## config.mk

```make
export PLATFORM = sky130hd
export DESIGN_NAME = divmmc_paging
export DESIGN_NICKNAME = d
export VERILOG_FILES = /design/src/rtl/divmmc_pkg.sv /design/src/rtl/divmmc_busedge.sv /design/src/rtl/divmmc_paging.sv
export SDC_FILE = /design/constraint.sdc
export NUM_CORES = 1
export LEC_CHECK = 0
export ABC_AREA = 1
export CAP_MARGIN = 10
export CORE_MARGIN = 5
export CORE_UTILIZATION = 40
export DETAILED_ROUTE_END_ITERATION = 16
export PLACE_DENSITY = 0.81
export SYNTH_ARGS = -nofsm -noshare
export SYNTH_HDL_FRONTEND = slang
export SYNTH_SLANG_ARGS = --single-unit
```

## constraint.sdc

```tcl
create_clock -name clk -period 1.5 [get_ports clk]
set_input_delay 0.15 -clock clk [delete_from_list [all_inputs] [get_ports clk]]
set_output_delay 0.15 -clock clk [all_outputs]
set_load 0.02 [all_outputs]
```

## src/rtl/divmmc_pkg.sv

```systemverilog
// Shared constants and state type for the DivMMC paging engine.
package divmmc_pkg;

  localparam logic [7:0]  PORT_CTRL   = 8'hE3;
  localparam logic [5:0]  MAPRAM_BANK = 6'd3;

  localparam logic [15:0] TRAP_RST00  = 16'h0000;
  localparam logic [15:0] TRAP_RST08  = 16'h0008;
  localparam logic [15:0] TRAP_RST38  = 16'h0038;
  localparam logic [15:0] TRAP_LOAD   = 16'h04C6;
  localparam logic [15:0] TRAP_SAVE   = 16'h0562;
  localparam logic [15:0] TRAP_NMI    = 16'h0066;

  localparam logic [15:0] INSTANT_LO  = 16'h3D00;
  localparam logic [15:0] INSTANT_HI  = 16'h3DFF;
  localparam logic [15:0] EXIT_LO     = 16'h1FF8;
  localparam logic [15:0] EXIT_HI     = 16'h1FFF;

  typedef enum logic [1:0] {IDLE, PEND_ON, PEND_OFF} state_e;

  // The NMI vector only counts as a trap when the build enables it.
  function automatic logic is_delayed_trap(input logic [15:0] addr, input logic nmi_en);
    return (addr == TRAP_RST00) || (addr == TRAP_RST08) || (addr == TRAP_RST38) ||
           (addr == TRAP_LOAD)  || (addr == TRAP_SAVE)  || (nmi_en && addr == TRAP_NMI);
  endfunction

endpackage

```

## src/rtl/divmmc_busedge.sv

```systemverilog
// Registers the Z80 strobes and emits one-clock opcode-fetch and control-port-write pulses.
module divmmc_busedge
  import divmmc_pkg::*;
(
  input  logic       clk,
  input  logic       mrst,
  input  logic [7:0] a_lo_i,
  input  logic       mreq_n_i,
  input  logic       iorq_n_i,
  input  logic       m1_n_i,
  input  logic       wr_n_i,
  output logic       fetch_o,
  output logic       portwr_o
);

  logic mreq_n_q;
  logic wr_n_q;

  always_ff @(posedge clk) begin
    if (mrst) begin
      mreq_n_q <= 1'b1;
      wr_n_q   <= 1'b1;
    end else begin
      mreq_n_q <= mreq_n_i;
      wr_n_q   <= wr_n_i;
    end
  end

  assign fetch_o  = !m1_n_i && !mreq_n_i && mreq_n_q;
  assign portwr_o = !iorq_n_i && m1_n_i && (a_lo_i == PORT_CTRL) && !wr_n_i && wr_n_q;

endmodule

```

## src/rtl/divmmc_paging.sv

```systemverilog
// DivMMC paging engine: automap state machine, port 0xE3 register and 0x0000-0x3FFF decode.
// Build option DIVMMC_NMI_TRAP_EN adds 0x0066 as a delayed-entry trap.
module divmmc_paging
  import divmmc_pkg::*;
(
  input  logic        clk,
  input  logic        mrst,
  input  logic [15:0] a,
  input  logic [7:0]  d,
  input  logic        mreq_n,
  input  logic        iorq_n,
  input  logic        m1_n,
  input  logic        rd_n,
  input  logic        wr_n,
  output logic        divmmc_zxromcs,
  output logic        divmmc_eeprom_cs,
  output logic        divmmc_sram_cs,
  output logic        divmmc_sram_write_n,
  output logic [5:0]  divmmc_sram_hiaddr,
  output logic        automap
);

`ifdef DIVMMC_NMI_TRAP_EN
  localparam logic NMI_EN = 1'b1;
`else
  localparam logic NMI_EN = 1'b0;
`endif

  logic       fetch, portwr;
  logic       conmem_q, conmem_d;
  logic       mapram_q, mapram_d;
  logic [5:0] bank_q, bank_d;
  logic       automap_q, automap_d;
  state_e     state_q, state_d;
  logic       unused_rd;

  assign unused_rd = rd_n;

  divmmc_busedge u_busedge (
    .clk      (clk),
    .mrst     (mrst),
    .a_lo_i   (a[7:0]),
    .mreq_n_i (mreq_n),
    .iorq_n_i (iorq_n),
    .m1_n_i   (m1_n),
    .wr_n_i   (wr_n),
    .fetch_o  (fetch),
    .portwr_o (portwr)
  );

  always_ff @(posedge clk) begin
    if (mrst) begin
      conmem_q  <= 1'b0;
      mapram_q  <= 1'b0;
      bank_q    <= 6'd0;
      automap_q <= 1'b0;
      state_q   <= IDLE;
    end else begin
      conmem_q  <= conmem_d;
      mapram_q  <= mapram_d;
      bank_q    <= bank_d;
      automap_q <= automap_d;
      state_q   <= state_d;
    end
  end

  // Pending changes land once M1 is over; fetches only occur with m1_n low, so the two never collide.
  always_comb begin
    state_d   = state_q;
    automap_d = automap_q;
    conmem_d  = conmem_q;
    mapram_d  = mapram_q;
    bank_d    = bank_q;
    if (state_q != IDLE && m1_n) begin
      automap_d = (state_q == PEND_ON);
      state_d   = IDLE;
    end
    if (fetch) begin
      if (a >= INSTANT_LO && a <= INSTANT_HI) begin
        automap_d = 1'b1;
      end else if (is_delayed_trap(a, NMI_EN)) begin
        state_d = PEND_ON;
      end else if (a >= EXIT_LO && a <= EXIT_HI) begin
        state_d = PEND_OFF;
      end
    end
    if (portwr) begin
      conmem_d = d[7];
      mapram_d = mapram_q | d[6];
      bank_d   = d[5:0];
    end
  end

  logic mapped_win, lower_half, sram_ro;

  always_comb begin
    mapped_win = (a[15:14] == 2'b00) && (conmem_q || automap_q);
    lower_half = !a[13];
    // The MAPRAM bank stays write-protected wherever it appears unless CONMEM overrides.
    sram_ro    = lower_half || (mapram_q && !conmem_q && bank_q == MAPRAM_BANK);

    divmmc_zxromcs      = !mapped_win;
    divmmc_eeprom_cs    = mapped_win && lower_half && (conmem_q || !mapram_q);
    divmmc_sram_cs      = mapped_win && (!lower_half || (!conmem_q && mapram_q));
    divmmc_sram_hiaddr  = 6'd0;
    if (divmmc_sram_cs) begin
      divmmc_sram_hiaddr = lower_half ? MAPRAM_BANK : bank_q;
    end
    divmmc_sram_write_n = !(divmmc_sram_cs && !sram_ro && !mreq_n && !wr_n);
  end

  assign automap = automap_q;

endmodule

```

==> flow_metrics.tcl, run 1 <==
set metrics [dict create \
    status "finished clean" \
    routed_wl_mm 2.89 \
    cp_data_arrival_time_ns 1.31 \
    async_flop_share_pct 0 \
    slew_headroom_pct 80.9 \
    grt_max_degree 15 \
    cts-root-buf "clkbuf_4" \
    die-area_um2 3200 \
    routedWlPerCell_um 12.0 \
    p_int_mw 0.565 \
    p_leak_nw 0.691 \
    min_from "d[5]" \
    end_kind "primary output" \
    r2r_slack_ns 0.26 \
    holdPathStages 3 \
    worstMarginPinSlew_ns 0.284 \
    synth.most_common_cell "inv_1" \
    yosys-top-cells-count "29 x inv_1, 26 x nand2_1, 25 x nor2_1" \
    htree_levels 1 \
    synth_area_um2 867 \
    place_hpwl_mm 2.37 \
    gr-usage-all-layers_pct 18.9 \
    synthesis.nets 175 \
    ys_seq_area_share_pct 30.0 \
    cp.required_ns 1.35 \
    avgSynthCellArea_um2 6.02 \
    synth_top_area_share_pct 30.0 \
    crit_type "primary input to primary output" \
    r2r-start "u_busedge.wr_n_q$_SDFF_PP1_" \
    vias_per_cell 4.87 \
    r2r-end "bank_q[0]$_SDFFE_PP0P_" \
    postCtsSetupBuffers 0 \
    slew_violations 0 \
    cts_tree "built" \
    drv_cap 0 \
    vias 1173 \
    fp.dieW_um 56.6 \
    ir_drop_v 0.000493 \
    io_buffers 40 \
    fin_setup_tns_ns 0 \
    clock_path_buffers 2 \
    drt_pre_antenna_iters 4 \
    drt_iter0_drc 26 \
    utilization_pct 74.8 \
    syn_inst 144 \
    p_seq_share_pct 45.5 \
    switching_power_mw 0.202 \
    num_rows 16 \
    synth_top_cell_by_area "dfxtp_1" \
    ys_top_cells_by_area "dfxtp_1 30%, inv_1 13%, nand2_1 11%" \
    gp_congestion 0.879 \
    post-route-min-period_ns 1.46 \
    nets 246 \
    drive_above_1_share_pct 26.6 \
    clkPwrFrac_pct 29.4 \
    dpl_cell_area_um2 1490 \
    yosys_register_bits 13 \
    power.total_mw 0.766 \
    powerDensity_nw_per_um2 507 \
    setup_violations 0 \
    place_ws_ns -0.564 \
    core_area_um2 2020 \
    synth_cell_types 21 \
    finClkSkew_ns 0.00164 \
    grt_pass1_vias 1223 \
    worst_skew_pair.late_latency_ns 0.28 \
    start_kind "primary input" \
    hold_end "bank_q[5]$_SDFFE_PP0P_" \
    syn2layout_area_growth_pct 74.5 \
    fmax_mhz 687 \
    synth_ff_type "dfxtp_1" \
    fin_area_um2 1510 \
    cts_hold_buf 0 \
    pwr-share-comb_pct 25.0 \
    antenna_found_initial 0 \
    synth_edf_count 0 \
    clkTransAtPathRegs_ns 0.08 \
    finalHoldViolCount 0 \
    postRouteAntennaNets 0 \
    grt_overflow 0 \
    cts_buffers 3 \
    ios 42 \
    cts.sink_count 13 \
    path_max_fanout 3 \
    diodes 0 \
    rsz0062_at_grt "yes" \
    synth-warning-count 0 \
    drc 0 \
    grt_pass1_wl_mm 4.93 \
    postLayoutSetupSlackWorst_ns 0.0445 \
    swShare_pct 26.3 \
    dieHeight_um 56.6 \
    r2r_cells 5 \
    initial_core_util_pct 42.9 \
    fin_crit_sh_pct 97.0 \
    hold_class "primary input to flop" \
]
-- worst max-delay path, cell delays in order --
cell and delay, ns:
clkdlybuf4s50_1 0.50, inv_2 0.06, buf_4 0.13, nand2_1 0.08, nand2_1 0.10, a21oi_1 0.13
buf_4 0.16
-- power by group through the flow --
stage / logic [mW] / clock network, mW / registers [mW]
CTS: 0.190 / 0.227 / 0.349
finish: 0.192 / 0.226 / 0.349
detailed placement: 0.187 / 0 / 0.357
global placement: 0.180 / 0 / 0.357
floorplan: 0.0455 / 0 / 0.357
global route: 0.209 / 0.235 / 0.349
-- layout by cell type, fill, tap and decap left out, types with 2 or more instances in the layout --
cell type | Yosys | final
buf_4 | 0 | 31
nor3_1 | 8 | 7
dfxtp_1 | 13 | 11
nand3_1 | 9 | 9
nand2_1 | 26 | 26
o21ai_0 | 6 | 5
inv_1 | 29 | 28
o21ai_1 | 2 | 2
o21ai_2 | 1 | 2
clkdlybuf4s50_1 | 0 | 27
dfxtp_2 | 0 | 2
nand4_1 | 3 | 3
buf_2 | 0 | 5
clkbuf_4 | 0 | 3
dlygate4sd2_1 | 0 | 2
a21oi_1 | 12 | 10
nor2_1 | 25 | 23
a21oi_2 | 1 | 3
nor2_2 | 1 | 2
-- how the worst max path moves through the flow --
stage	startpoint	to	slack, ns	depth (start not counted)
final	a[13]	divmmc_sram_hiaddr[1]	0.04	7
after global routing	mapram_q$_SDFFE_PP0P_	divmmc_sram_write_n	-0.04	5
after CTS	automap$_SDFF_PP0_	divmmc_zxromcs	0.009	5
after detailed placement	a[15]	divmmc_sram_hiaddr[5]	-0.56	8
after global placement	a[15]	divmmc_sram_hiaddr[5]	-0.51	8
after floorplan	mapram_q$_SDFFE_PP0P_	divmmc_sram_write_n	0.12	4
-- sequential cells by signal, summed over array words and instances, names as in the netlist --
| name | cells |
|---|---|
| u_busedge.mreq_n_q | 1 |
| state_q | 2 |
| u_busedge.wr_n_q | 1 |
| bank_q | 6 |
| automap | 1 |
| mapram_q | 1 |
| conmem_q | 1 |
-- logic make-up (layout without fill, tap and decap cells) --
group	count (synthesis)	after routing	share of synthesized area, %
compound gates	24	24	15.4
buf+inv	30	100	13.9
flops	13	13	30.0
simple gates	77	77	40.7
-- through the flow --
step | std cells | hold WS, ns
floorplan | 144 | 0.219
global placement | 237 | 0.462
detailed placement | 237 | 0.481
CTS | 241 | 0.480
global route | 241 | 0.510
finish | 241 | 0.482
-- layer usage --
metal | wire length, um | global-route usage [%] | vias up | share of wire, %
met5 | 0 | 0 | - | 0
met4 | 20 | 5.42 | 0 | 0.69
met3 | 195 | 5.50 | 4 | 6.7
met2 | 1530 | 35.5 | 46 | 53
met1 | 1150 | 19.9 | 520 | 40
li1 | - | - | 603 | -
-- cell type report --
class	instances	area, um2
repair buffers	67	563
multi-input cells	101	518
fillers	155	509
flip-flops and latches	13	263
inverters	29	109
well taps	27	33.8
clock buffers	4	26.3
-- timing repair --
item                                    in CTS  in global routing
resized for setup                           49                 10
endpoints found under the setup margin      11                 14
pin swaps                                    3                  1
Note: power is estimated with default switching activity, not from simulation.
==> run 2: changes to the inputs <==
PLACE_DENSITY = 0.83   (was 0.81)
==> run 2 against run 1 <==
  * Sequential cell count is the same
  * Clock skew is essentially flat
  * Critical path depth shrank 2
  * Cell count grew 0.41%
  * Sequential power is essentially flat
  * Maximum frequency shrank 1.2%
  * Power shrank 0.21%
  * Worst setup slack lost 0.018 ns
  * Critical path type is now flop to primary output
  * Critical endpoint is now divmmc_sram_write_n
  * Highest routed layer unchanged
==> flow_metrics.tcl, run 2 (synthesized netlist as in run 1, its figures left out) <==
set metrics [dict create \
    finalHoldViolCount 0 \
    r2r_slack_ns 0.27 \
    dpl_cell_area_um2 1500 \
    mostFrequentLayoutCell "buf_4" \
    slowest_delay_ns 0.33 \
    finClkSkew_ns 0.00137 \
    largest_register_ffs 6 \
    post-route-min-period_ns 1.47 \
    drt_iter0_drc 20 \
    r2r-end "bank_q[0]$_SDFFE_PP0P_" \
    path_buf_inv 3 \
    clkTransAtPathRegs_ns 0.08 \
    utilization_pct 76.9 \
    initial_core_util_pct 42.9 \
    fin_area_um2 1560 \
    routed_wl_mm 3.04 \
    endpoint "divmmc_sram_write_n" \
    path_cells "inv_1 -> nor2_1 -> inv_1 -> o41ai_2 -> buf_4" \
    met1Wirelength_mm 1.16 \
    r2r-start "u_busedge.wr_n_q$_SDFF_PP1_" \
    diodes 0 \
    cts_hold_buf 0 \
    clock_path_buffers 2 \
    core_area_um2 2020 \
    holdPathStages 2 \
    cp.required_ns 1.35 \
    slew_headroom_pct 79.0 \
    ir_drop_v 0.000463 \
    nets 247 \
    postLayoutSetupSlackWorst_ns 0.0264 \
    place_hpwl_mm 2.40 \
    cts_buffers 3 \
    num_rows 16 \
    slowest_stage "dfxtp_1" \
    met3_length_um 197 \
    worst_skew_pair.late_latency_ns 0.28 \
    cts_tree "built" \
    rsz0062_at_grt "yes" \
    dieHeight_um 56.6 \
    worstMarginPinSlew_ns 0.313 \
    fmax_mhz 679 \
    setup_violations 0 \
    fp.dieW_um 56.6 \
    cts-root-buf "clkbuf_4" \
    grt_max_degree 15 \
    end_kind "primary output" \
    regMostFlops "bank_q" \
    ios 42 \
    grt_overflow 0 \
    fillCellCount 159 \
    gp_congestion 0.852 \
    io_buffers 40 \
    hold_class "flop to flop" \
    vias 1214 \
    drt_pre_antenna_iters 5 \
    crit_top_cell "inv_1" \
    cp.depth 5 \
    powerDensity_nw_per_um2 492 \
    crit_family "buffers and inverters" \
    crit_type "flop to primary output" \
    drc 0 \
    slew_violations 0 \
    fin_setup_tns_ns 0 \
    syn2layout_area_growth_pct 79.4 \
    final_cells 242 \
    vias_per_cell 5.02 \
    cts.sink_count 13 \
    postRouteAntennaNets 0 \
    gr-usage-all-layers_pct 18.4 \
    start_kind "flop" \
    antenna_found_initial 0 \
    startpoint "mapram_q$_SDFFE_PP0P_" \
    grt_pass1_vias 1212 \
    drive_above_1_share_pct 29.8 \
    cp_data_arrival_time_ns 1.32 \
    path_max_fanout 2 \
    routedWlPerCell_um 12.5 \
    r2r_cells 5 \
    dr_wl_met2_mm 1.62 \
    dp_cells 238 \
    p_leak_nw 0.697 \
    grt_pass1_wl_mm 4.77 \
    drv_cap 0 \
    status "finished clean" \
    fin_crit_sh_pct 98.2 \
    layout_common_cells "36 x buf_4, 27 x inv_1, 27 x clkdlybuf4s50_1" \
    highest_layer "met4" \
    die-area_um2 3200 \
    place_ws_ns -0.534 \
    htree_levels 1 \
    top_regs "bank_q x6, state_q x2" \
]
## run 2: worst min-delay path by stage
| stage | startpoint | end |
|---|---|---|
| 2_1_floorplan | mrst | automap$_SDFF_PP0_ |
| 3_3_place_gp | mapram_q$_SDFFE_PP0P_ | mapram_q$_SDFFE_PP0P_ |
| 3_5_place_dp | state_q[0]$_SDFF_PP0_ | state_q[0]$_SDFF_PP0_ |
| 4_1_cts | d[6] | mapram_q$_SDFFE_PP0P_ |
| 5_1_grt | mapram_q$_SDFFE_PP0P_ | mapram_q$_SDFFE_PP0P_ |
| 6_report | mapram_q$_SDFFE_PP0P_ | mapram_q$_SDFFE_PP0P_ |
## run 2: layout make-up
cell class / count / area [um2] / share of cell area, %
repair buffers: 68 / 587 / 37.7
multi-input cells: 101 / 537 / 34.5
flip-flops and latches: 13 / 263 / 16.9
inverters: 29 / 109 / 7.00
well taps: 27 / 33.8 / 2.17
clock buffers: 4 / 26.3 / 1.69
## run 2: routing by layer
| metal | global-route usage [%] | up-vias |
|---|---|---|
| met5 | 0 | - |
| li1 | - | 600 |
| met3 | 5.96 | 12 |
| met1 | 18.1 | 544 |
| met4 | 7.12 | 0 |
| met2 | 34.8 | 58 |
## run 2: metrics by stage
stage               hold WS (ns)  total power, mW
finish                     0.485            0.765
floorplan                  0.219            0.402
global route               0.494            0.793
CTS                        0.487            0.759
detailed placement         0.474            0.543
global placement           0.467            0.537
## run 2: worst reg2reg max path, delay by kind of cell, from the launching register on
kind | cells | cell delay [ns]
AO/OA/AOI/OAI | 2 | 0.29
flip-flops | 1 | 0.31
AND/OR/NAND/NOR | 3 | 0.53
## run 2: timing repair
item | in CTS | in global routing
resized for setup | 47 | 23
pin swaps | 3 | 2
endpoints found under the setup margin | 10 | 13
buffers inserted | 0 | 0
## run 2: where the power goes
group | total [mW] | leakage, nW | internal, mW | switching [mW]
Clock | 0.222 | 0.0150 | 0.103 | 0.119
Combinational | 0.193 | 0.576 | 0.114 | 0.0796
Sequential | 0.349 | 0.106 | 0.348 | 0.00120
==> RTL change (flow settings as in run 2) <==
Set the localparam `NMI_EN` to 1'b1 (it was 1'b0).
--- a/src/rtl/divmmc_paging.sv
+++ b/src/rtl/divmmc_paging.sv
@@ -25,3 +25,3 @@
 `else
-  localparam logic NMI_EN = 1'b0;
+  localparam logic NMI_EN = 1'b1;
 `endif
Check against the original RTL: not equivalent (Yosys sat finds a counterexample within 4 cycles, from zero or initial values and one cycle with mrst high).
==> RTL change against run 2 <==
Register-to-register slack got worse by 30 ps; non-clock buffer count fell by 14; design area fell by 8.5%; sequential power barely moved; worst setup slack improved by 29 ps; wire length fell by 13%; area after synthesis fell by 3.6%; maximum frequency rose by 2.0%; sequential cell count did not move; total power fell by 5.1%; largest cell class is now multi-input combinational cells; largest power group unchanged.
==> RTL change: results (changes against run 2) <==
{
  "route": {
    "post_drt_via_cell_ratio": {"value": 4.68, "change": "-6.7%"},
    "drt-initial-drc-count": {"value": 18, "change": "-10%"},
    "routed-wl-met2": {"value": 1400, "unit": "µm", "change": "-14%"},
    "wirelength_met1": {"value": 1080, "unit": "µm", "change": "-6.7%"},
    "dr.pass1.iters": {"value": 4, "change": "-1"},
    "routed_wire_length_per_instance": {"value": 11.7, "unit": "µm", "change": "-6.5%"},
    "routed-wl-met3": {"value": 160, "unit": "µm", "change": "-19%"}
  },
  "power": {
    "power_leakage": {"value": 0.613, "unit": "nW", "change": "-12%"},
    "irDropWorstVdd": {"value": 497, "unit": "µV", "change": "+7.3%"},
    "net_switching_power_figure": {"value": 180, "unit": "µW", "change": "-9.9%"}
  },
  "logic_synthesis": {
    "yosysSeqAreaShare": {"value": 31.1, "unit": "%", "change": "+1.1 points"},
    "yosys.cell_types.count": {"value": 17, "change": "-19%"},
    "synthTopCellsByArea": "dfxtp_1 31%, inv_1 13%, nand2_1 13%, nor2_1 9.0%, a21oi_1 7.8%",
    "syn-num-nets": {"value": 173, "change": "-1.1%"}
  },
  "timing": {
    "worst_hold_slack": {"value": 419, "unit": "ps", "change": "-66.0 ps"},
    "clock_skews": {"value": 5.21, "unit": "ps", "change": "+3.84 ps"},
    "finalCriticalPeriod": {"value": 1440, "unit": "ps", "change": "-29.1 ps"},
    "max_slew.worst_pin.slew": {"value": 347, "unit": "ps", "change": "+34.3 ps"}
  },
  "placement": {
    "dp_hpwl": {"value": 2160, "unit": "µm", "change": "-9.9%"},
    "finalWeightedCongestion": {"value": 0.861, "change": "+1.1%"},
    "dp.cells": {"value": 222, "change": "-6.7%"}
  },
  "critical_path": {
    "regToRegEndpoint": "bank_q[4]$_SDFFE_PP0P_",
    "regToRegSetupSlack": {"value": 240, "unit": "ps", "change": "-30 ps"},
    "critical_path_arrival": {"value": 1290, "unit": "ps", "change": "-30 ps"},
    "cp_slowest_cell": "dfxtp_2",
    "crit_family": "flip-flops",
    "critical_path.max_fanout": {"value": 4, "change": "+2"}
  },
  "min_path": {
    "cell_depth_of_the_worst_min_delay_path": {"value": 6, "change": "+4"},
    "hold_end": "automap$_SDFF_PP0_",
    "hold_path.startpoint": "a[15]",
    "worst_min_delay_path_category": "input pin to register"
  },
  "grt": {
    "grt_pass1_vias": {"value": 964, "change": "-20%"},
    "met3_usage": {"value": 4.87, "unit": "%", "change": "-1.1 points"},
    "grtUsageTotal": {"value": 17.1, "unit": "%", "change": "-1.2 points"},
    "grt_pass1_wl": {"value": 4280, "unit": "µm", "change": "-10%"}
  },
  "status": {
    "status": "finished clean"
  },
  "layout": {
    "post_route_cells_drive_above_1_share": {"value": 24.1, "unit": "%", "change": "-5.6 points"},
    "finish.cell_count_without_fillers": {"value": 226, "change": "-6.6%"}
  }
}
## RTL change: repair_timing
action,CTS,global route
pin swaps,4,4
resized for setup,47,25
setup endpoints to repair,10,10
hold buffers,0,0
gates cloned,0,0
## RTL change: final cells by class
type                            instances  area, µm²
Fill cell                             163        559
Multi-Input combinational cell         98        493
Timing Repair Buffer                   54        492
Sequential cell                        13        263
Inverter                               30        115
Tap cell                               27       33.8
Clock buffer                            4       26.3
## RTL change: kinds of logic (layout without fill, tap and decap cells)
logic type	count (synthesis)	in the layout	synth area share [%]
flip-flops	13	13	31.1
AO/OA/AOI/OAI	23	23	14.7
AND/OR/NAND/NOR	75	75	39.4
buffers and inverters	31	88	14.8
## RTL change: power groups by stage
stage	Combinational (mW)	Clock [mW]	Sequential (mW)
after floorplan	0.0472	0	0.357
after global placement	0.157	0	0.357
after detailed placement	0.161	0	0.357
after CTS	0.161	0.219	0.349
after global routing	0.179	0.243	0.349
final	0.165	0.212	0.349
